<file path="src/rtl/online_add_sequencer.sv">
// Drives one radix-4 MSD-first addition through online_adder_r4 and collects the N+1 result digits.
// Define ONLINE_SEQ_CHECK_EN to build the numeric self-check behind the pass output.
module online_add_sequencer #(
    parameter int N     = 6,
    parameter int C     = 3,
    parameter int DELAY = 2
) (
    input  logic               clk,
    input  logic               reset,
    input  logic               start,
    input  logic [N*C-1:0]     x_in,
    input  logic [N*C-1:0]     y_in,
    output logic               busy,
    output logic               done,
    output logic [(N+1)*C-1:0] result,
    output logic               pass,
    output logic               adder_reset,
    output logic               adder_en,
    output logic [C-1:0]       adder_xi,
    output logic [C-1:0]       adder_yi,
    input  logic [C-1:0]       adder_zi
);
    localparam int KW = $clog2(N + DELAY + 1);
    localparam logic [KW-1:0] K_LAST = KW'(N + DELAY - 1);

    typedef enum logic [1:0] {S_IDLE, S_CLR, S_FEED, S_DONE} state_t;

    state_t           r_state, w_state_next;
    logic [N*C-1:0]   r_xs, r_ys, w_xs_next, w_ys_next;
    logic [KW-1:0]    r_k, w_k_next, w_k_inc;
    logic [C-1:0]     r_res [0:N];
    logic [C-1:0]     w_res_next [0:N];
    logic             r_busy, r_done, r_pass, r_adder_reset, r_adder_en;
    logic             w_busy_next, w_done_next, w_pass_next, w_adder_reset_next, w_adder_en_next;
    logic [C-1:0]     r_xi, r_yi, w_xi_next, w_yi_next;
    logic [C-1:0]     w_xd [0:N-1];
    logic [C-1:0]     w_yd [0:N-1];
    logic             w_check_ok;

    genvar gi;
    generate
        for (gi = 0; gi < N; gi++) begin : g_unpack
            assign w_xd[gi] = r_xs[(N-gi)*C-1 -: C];
            assign w_yd[gi] = r_ys[(N-gi)*C-1 -: C];
        end
        for (gi = 0; gi <= N; gi++) begin : g_pack
            assign result[(N+1-gi)*C-1 -: C] = r_res[gi];
        end
    endgenerate

`ifdef ONLINE_SEQ_CHECK_EN
    localparam int W = 2*N + 3;
    logic [W-1:0] w_vx, w_vy, w_vr;

    // Horner evaluation on sign-extended digits; modulo-2^W equality is exact at this width.
    always_comb begin
        w_vx = '0;
        w_vy = '0;
        w_vr = '0;
        for (int i = 0; i < N; i++) begin
            w_vx = (w_vx << 2) + {{(W-C){w_xd[i][C-1]}}, w_xd[i]};
            w_vy = (w_vy << 2) + {{(W-C){w_yd[i][C-1]}}, w_yd[i]};
        end
        for (int j = 0; j <= N; j++) begin
            w_vr = (w_vr << 2) + {{(W-C){w_res_next[j][C-1]}}, w_res_next[j]};
        end
        w_check_ok = (w_vr == w_vx + w_vy);
    end
`else
    assign w_check_ok = 1'b0;
`endif

    assign w_k_inc = r_k + 1'b1;

    always_comb begin
        w_state_next       = r_state;
        w_xs_next          = r_xs;
        w_ys_next          = r_ys;
        w_k_next           = r_k;
        w_res_next         = r_res;
        w_busy_next        = r_busy;
        w_done_next        = 1'b0;
        w_pass_next        = r_pass;
        w_adder_reset_next = 1'b0;
        w_adder_en_next    = 1'b0;
        w_xi_next          = '0;
        w_yi_next          = '0;
        case (r_state)
            S_IDLE: begin
                if (start) begin
                    w_xs_next          = x_in;
                    w_ys_next          = y_in;
                    for (int j = 0; j <= N; j++) w_res_next[j] = '0;
                    w_pass_next        = 1'b0;
                    w_busy_next        = 1'b1;
                    w_adder_reset_next = 1'b1;
                    w_state_next       = S_CLR;
                end
            end
            S_CLR: begin
                w_k_next        = '0;
                w_adder_en_next = 1'b1;
                w_xi_next       = w_xd[0];
                w_yi_next       = w_yd[0];
                w_state_next    = S_FEED;
            end
            S_FEED: begin
                // Output digit j appears DELAY-1 feed cycles after input digit j.
                for (int j = 0; j <= N; j++) begin
                    if (r_k == KW'(j + DELAY - 1)) w_res_next[j] = adder_zi;
                end
                if (r_k == K_LAST) begin
                    w_done_next  = 1'b1;
                    w_pass_next  = w_check_ok;
                    w_state_next = S_DONE;
                end else begin
                    w_k_next        = w_k_inc;
                    w_adder_en_next = 1'b1;
                    for (int i = 0; i < N; i++) begin
                        if (w_k_inc == KW'(i)) begin
                            w_xi_next = w_xd[i];
                            w_yi_next = w_yd[i];
                        end
                    end
                end
            end
            S_DONE: begin
                w_busy_next  = 1'b0;
                w_state_next = S_IDLE;
            end
            default: w_state_next = S_IDLE;
        endcase
    end

    always_ff @(posedge clk or posedge reset) begin
        if (reset) begin
            r_state       <= S_IDLE;
            r_xs          <= '0;
            r_ys          <= '0;
            r_k           <= '0;
            for (int j = 0; j <= N; j++) r_res[j] <= '0;
            r_busy        <= 1'b0;
            r_done        <= 1'b0;
            r_pass        <= 1'b0;
            r_adder_reset <= 1'b0;
            r_adder_en    <= 1'b0;
            r_xi          <= '0;
            r_yi          <= '0;
        end else begin
            r_state       <= w_state_next;
            r_xs          <= w_xs_next;
            r_ys          <= w_ys_next;
            r_k           <= w_k_next;
            r_res         <= w_res_next;
            r_busy        <= w_busy_next;
            r_done        <= w_done_next;
            r_pass        <= w_pass_next;
            r_adder_reset <= w_adder_reset_next;
            r_adder_en    <= w_adder_en_next;
            r_xi          <= w_xi_next;
            r_yi          <= w_yi_next;
        end
    end

    assign busy        = r_busy;
    assign done        = r_done;
    assign pass        = r_pass;
    assign adder_reset = r_adder_reset;
    assign adder_en    = r_adder_en;
    assign adder_xi    = r_xi;
    assign adder_yi    = r_yi;
endmodule

</file>
<file path="config.mk">
export PLATFORM = sky130hd
export DESIGN_NAME = online_add_sequencer
export DESIGN_NICKNAME = d
export VERILOG_FILES = /design/src/rtl/online_add_sequencer.sv
export SDC_FILE = /design/constraint.sdc
export NUM_CORES = 1
export LEC_CHECK = 0
export CAP_MARGIN = 20
export CELL_PAD_IN_SITES_DETAIL_PLACEMENT = 1
export CELL_PAD_IN_SITES_GLOBAL_PLACEMENT = 2
export CORE_MARGIN = 2
export CORE_UTILIZATION = 36
export DETAILED_ROUTE_END_ITERATION = 6
export PLACE_DENSITY = 0.85
export RECOVER_POWER = 100
export SLEW_MARGIN = 25
export SYNTH_ARGS = -nofsm -noshare
export SYNTH_HDL_FRONTEND = slang
export SYNTH_SLANG_ARGS = --single-unit
</file>
<file path="constraint.sdc">
create_clock -name clk -period 6.2 [get_ports clk]
set_clock_uncertainty 0.05 [all_clocks]
set_input_delay 1.24 -clock clk [delete_from_list [all_inputs] [get_ports clk]]
set_output_delay 1.24 -clock clk [all_outputs]
set_load 0.005 [all_outputs]
</file>
==> out/qor.yml <==
outcome:
  status: "finished, violations left"
  violations: "max-capacitance violations, max-slew violations"
clock_tree:
  ctsLongestPathBuffers: 2
  cts-root-buf: "clkbuf_8"
  clock-sinks: 73
  htreeDepth: 3
  path_clk_slew_ns: 0.08
  numCtsBuffers: 9
  cts_tree: "yes"
  clk_latency_ns: 0.34
  cts-resized-gates: 0
  post_cts_buffers: 0
  hold_buffers: 0
die:
  num_rows: 36
  io_pins: 74
  initial_core_util_pct: 36.6
  die_x_microns: 103
  design.core.area_sq_um: 9680
  die-area_sq_um: 10700
  die_h_microns: 103
drt:
  drtPass1Iterations: 4
  drt_iter0_markers: 60
  detail_route.vias_per_cell: 5.01
  routed_wirelength_microns: 8310
  antenna_left: 0
  detail_route.wl_per_cell_microns: 16.3
  vias: 2552
  drc: 0
timing:
  finalCritPeriodShare_pct: 59.2
  worst_pin_slew_ns: 1.93
  rsz0062_at_grt: "false"
  min_period_ns: 3.67
  hold_violations: 0
  whs_ns: 0.455
  setup_viol: 0
  fin_tns_setup_ns: 0
  slew_headroom_pct: -28.9
  fmax_ghz: 0.272
  drv_slew: 38
synth:
  async_flop_share_pct: 100
  synth_seq_area_share_pct: 51.5
  synth_compound_area_share_pct: 12.9
  synth_cell_types: 46
  avgSynthCellArea_sq_um: 11.7
  yosys-top-cells-area: "dfrtp_1, mux2_2, ha_1"
  synth_flop_cell: "dfrtp_1"
  yosysTopAreaCellShare_pct: 51.5
  syn_area_sq_um: 3540
  synth_xor_area_share_pct: 0
  yosys_warnings: 0
  synthSimpleGateAreaFrac_pct: 9.67
  synth_top_area_cell: "dfrtp_1"
  synthesis.nets: 357
  synthMuxAreaShare_pct: 18.1
  synth_edf_count: 0
  synthAdderAreaFrac_pct: 4.24
  synth_top_family_by_area: "multiplexers"
  syn_inst: 303
  synth.ff_latch_count: 73
placed_design:
  dp_hpwl_microns: 5940
  dp_cells: 493
  port_buffers: 72
  routabilityCongestion: 0.713
worst_setup_path:
  endpoint_kind: "register"
  arrival_ns: 3.84
  cp-start-kind: "primary input"
  path_cells: "dlygate4sd3_1 > nand2_1 > clkbuf_1 > mux2_2"
  critical_path_class: "in -> reg"
  max_stage_delay_ns: 1.38
  cp.required_ns: 6.37
  path_max_fanout: 37
  slowest_stage: "clkbuf_1"
final_layout:
  layout.area.seq_sq_um: 1830
  drive_gt1_share_pct: 21.5
  fin_cells: 509
  antennaDiodeCount: 0
  multiInputGateArea_sq_um: 1570
  fill_cells: 1045
  layout.nets: 425
  area_growth_pct: 28.4
  post-route-util_pct: 47.0
pwr:
  p_total_uw: 2070
  seq_power_share_pct: 37.8
  power_switching_uw: 722
  irDropWorstVdd_mv: 0.150
  p_int_uw: 1350
  swShare_pct: 34.8
  power.leakage_uw: 0.00203
  pwr_density_cell_nw_per_um2: 455
  p_comb_share_pct: 42.3
  pwr-share-clk_pct: 19.9
worst_hold_path:
  hold_path.class: "reg -> reg"
flow_run:
  cap_violations: 1
global_route:
  grt_pass1_vias: 2740
  grt_overflow: 0
  grt_first_pass_wirelength_microns: 13700
  grt_antenna_before_repair: 0
  grt_max_degree: 74
  grtUsageTotal_pct: 16.9
-- registers in the layout (all words and copies together), names as in the netlist, 2 cells and up --
register and count:
r_ys 18, r_state 2, adder_xi 3, adder_yi 3, r_k 4, r_xs 18, result 21
-- routing by layer --
metal	part of all wire, %	track usage [%]	routed length (microns)
met1	44	21.3	3680
met2	50	29.3	4150
met5	0	0	0
met3	4.4	3.23	369
met4	1.2	5.47	102
-- power by group through the flow --
stage | logic (uW) | clock network (uW) | registers, uW
final | 876 | 413 | 783
after global routing | 991 | 442 | 808
after CTS | 938 | 428 | 788
after detailed placement | 932 | 0 | 797
after global placement | 898 | 0 | 787
after floorplan | 651 | 0 | 761
-- Yosys cell counts, types with 4 or more instances --
library cell  count
a21oi_2           5
o21ai_1           6
nand2_1          29
mux2_2           56
inv_1            10
nand3_1           5
a221oi_1          5
nor2_1            9
a21oi_1          13
clkbuf_1          6
ha_1             12
nor2b_1           6
o21ai_0          15
buf_2             8
dfrtp_1          73
and2_1            4
-- cell families (layout without fill, tap and decap cells) --
logic type,after synthesis,count (layout)
flip-flops,73,73
AND/OR/NAND/NOR,68,68
AO/OA/AOI/OAI,65,65
multiplexers,57,57
buffers and inverters,27,100
adder cells (fa/ha/maj),12,12
other,1,1
-- metrics by stage --
stage | setup slack (ns) | area, sq um
3_3_place_gp | 3.17 | 4360
5_1_grt | 2.21 | 4550
3_5_place_dp | 3.10 | 4360
6_report | 2.53 | 4550
2_1_floorplan | 3.06 | 3540
4_1_cts | 3.46 | 4580
-- critical path, delay by kind of cell --
family                 cells  cell delay [ns]
muxes                      1             0.45
and+or+nand+nor            1             0.11
buffers and inverters      2             2.02
-- layout by cell type (no fill, tap or decap), types with 3 or more instances in the layout --
master           netlist  layout
clkdlybuf4s50_1        0      38
mux2_2                56      56
clkbuf_8               0       9
o21ai_0               15      21
a22oi_1                3       3
dfrtp_1               73      73
a21oi_1               13      18
o22ai_1                3       3
nor2_1                 9      10
and2_1                 4       4
nand2_1               29      29
a221oi_1               5       5
nand3_1                5       5
inv_1                 10       9
ha_1                  12      12
nor2b_1                6       6
dlygate4sd3_1          0      34
-- path summary, 6_finish.rpt --
check	cells past startpoint	startpoint	to	slack, ns
min	1	r_ys[0]$_DFFE_PP0P_	r_ys[0]$_DFFE_PP0P_	0.45
min reg2reg	1	r_ys[0]$_DFFE_PP0P_	r_ys[0]$_DFFE_PP0P_	0.45
max in group asynchronous	3	reset	result[19]$_DFFE_PP0P_	3.89
min in group asynchronous	3	reset	result[1]$_DFFE_PP0P_	1.56
max reg2reg	5	r_state[0]$_DFFE_PP0P_	r_ys[7]$_DFFE_PP0P_	3.30
max	4	start	r_ys[7]$_DFFE_PP0P_	2.53
-- final cells by class --
| type | instances | share of cell area [%] |
|---|---|---|
| sequential | 73 | 40.1 |
| multi-input combinational | 203 | 34.5 |
| timing repair buffer | 74 | 16.1 |
| tap | 133 | 3.66 |
| clock buffer | 10 | 2.80 |
| clock inverter | 6 | 2.01 |
| inverter | 10 | 0.825 |
Note: power is estimated with default switching activity, not from simulation.
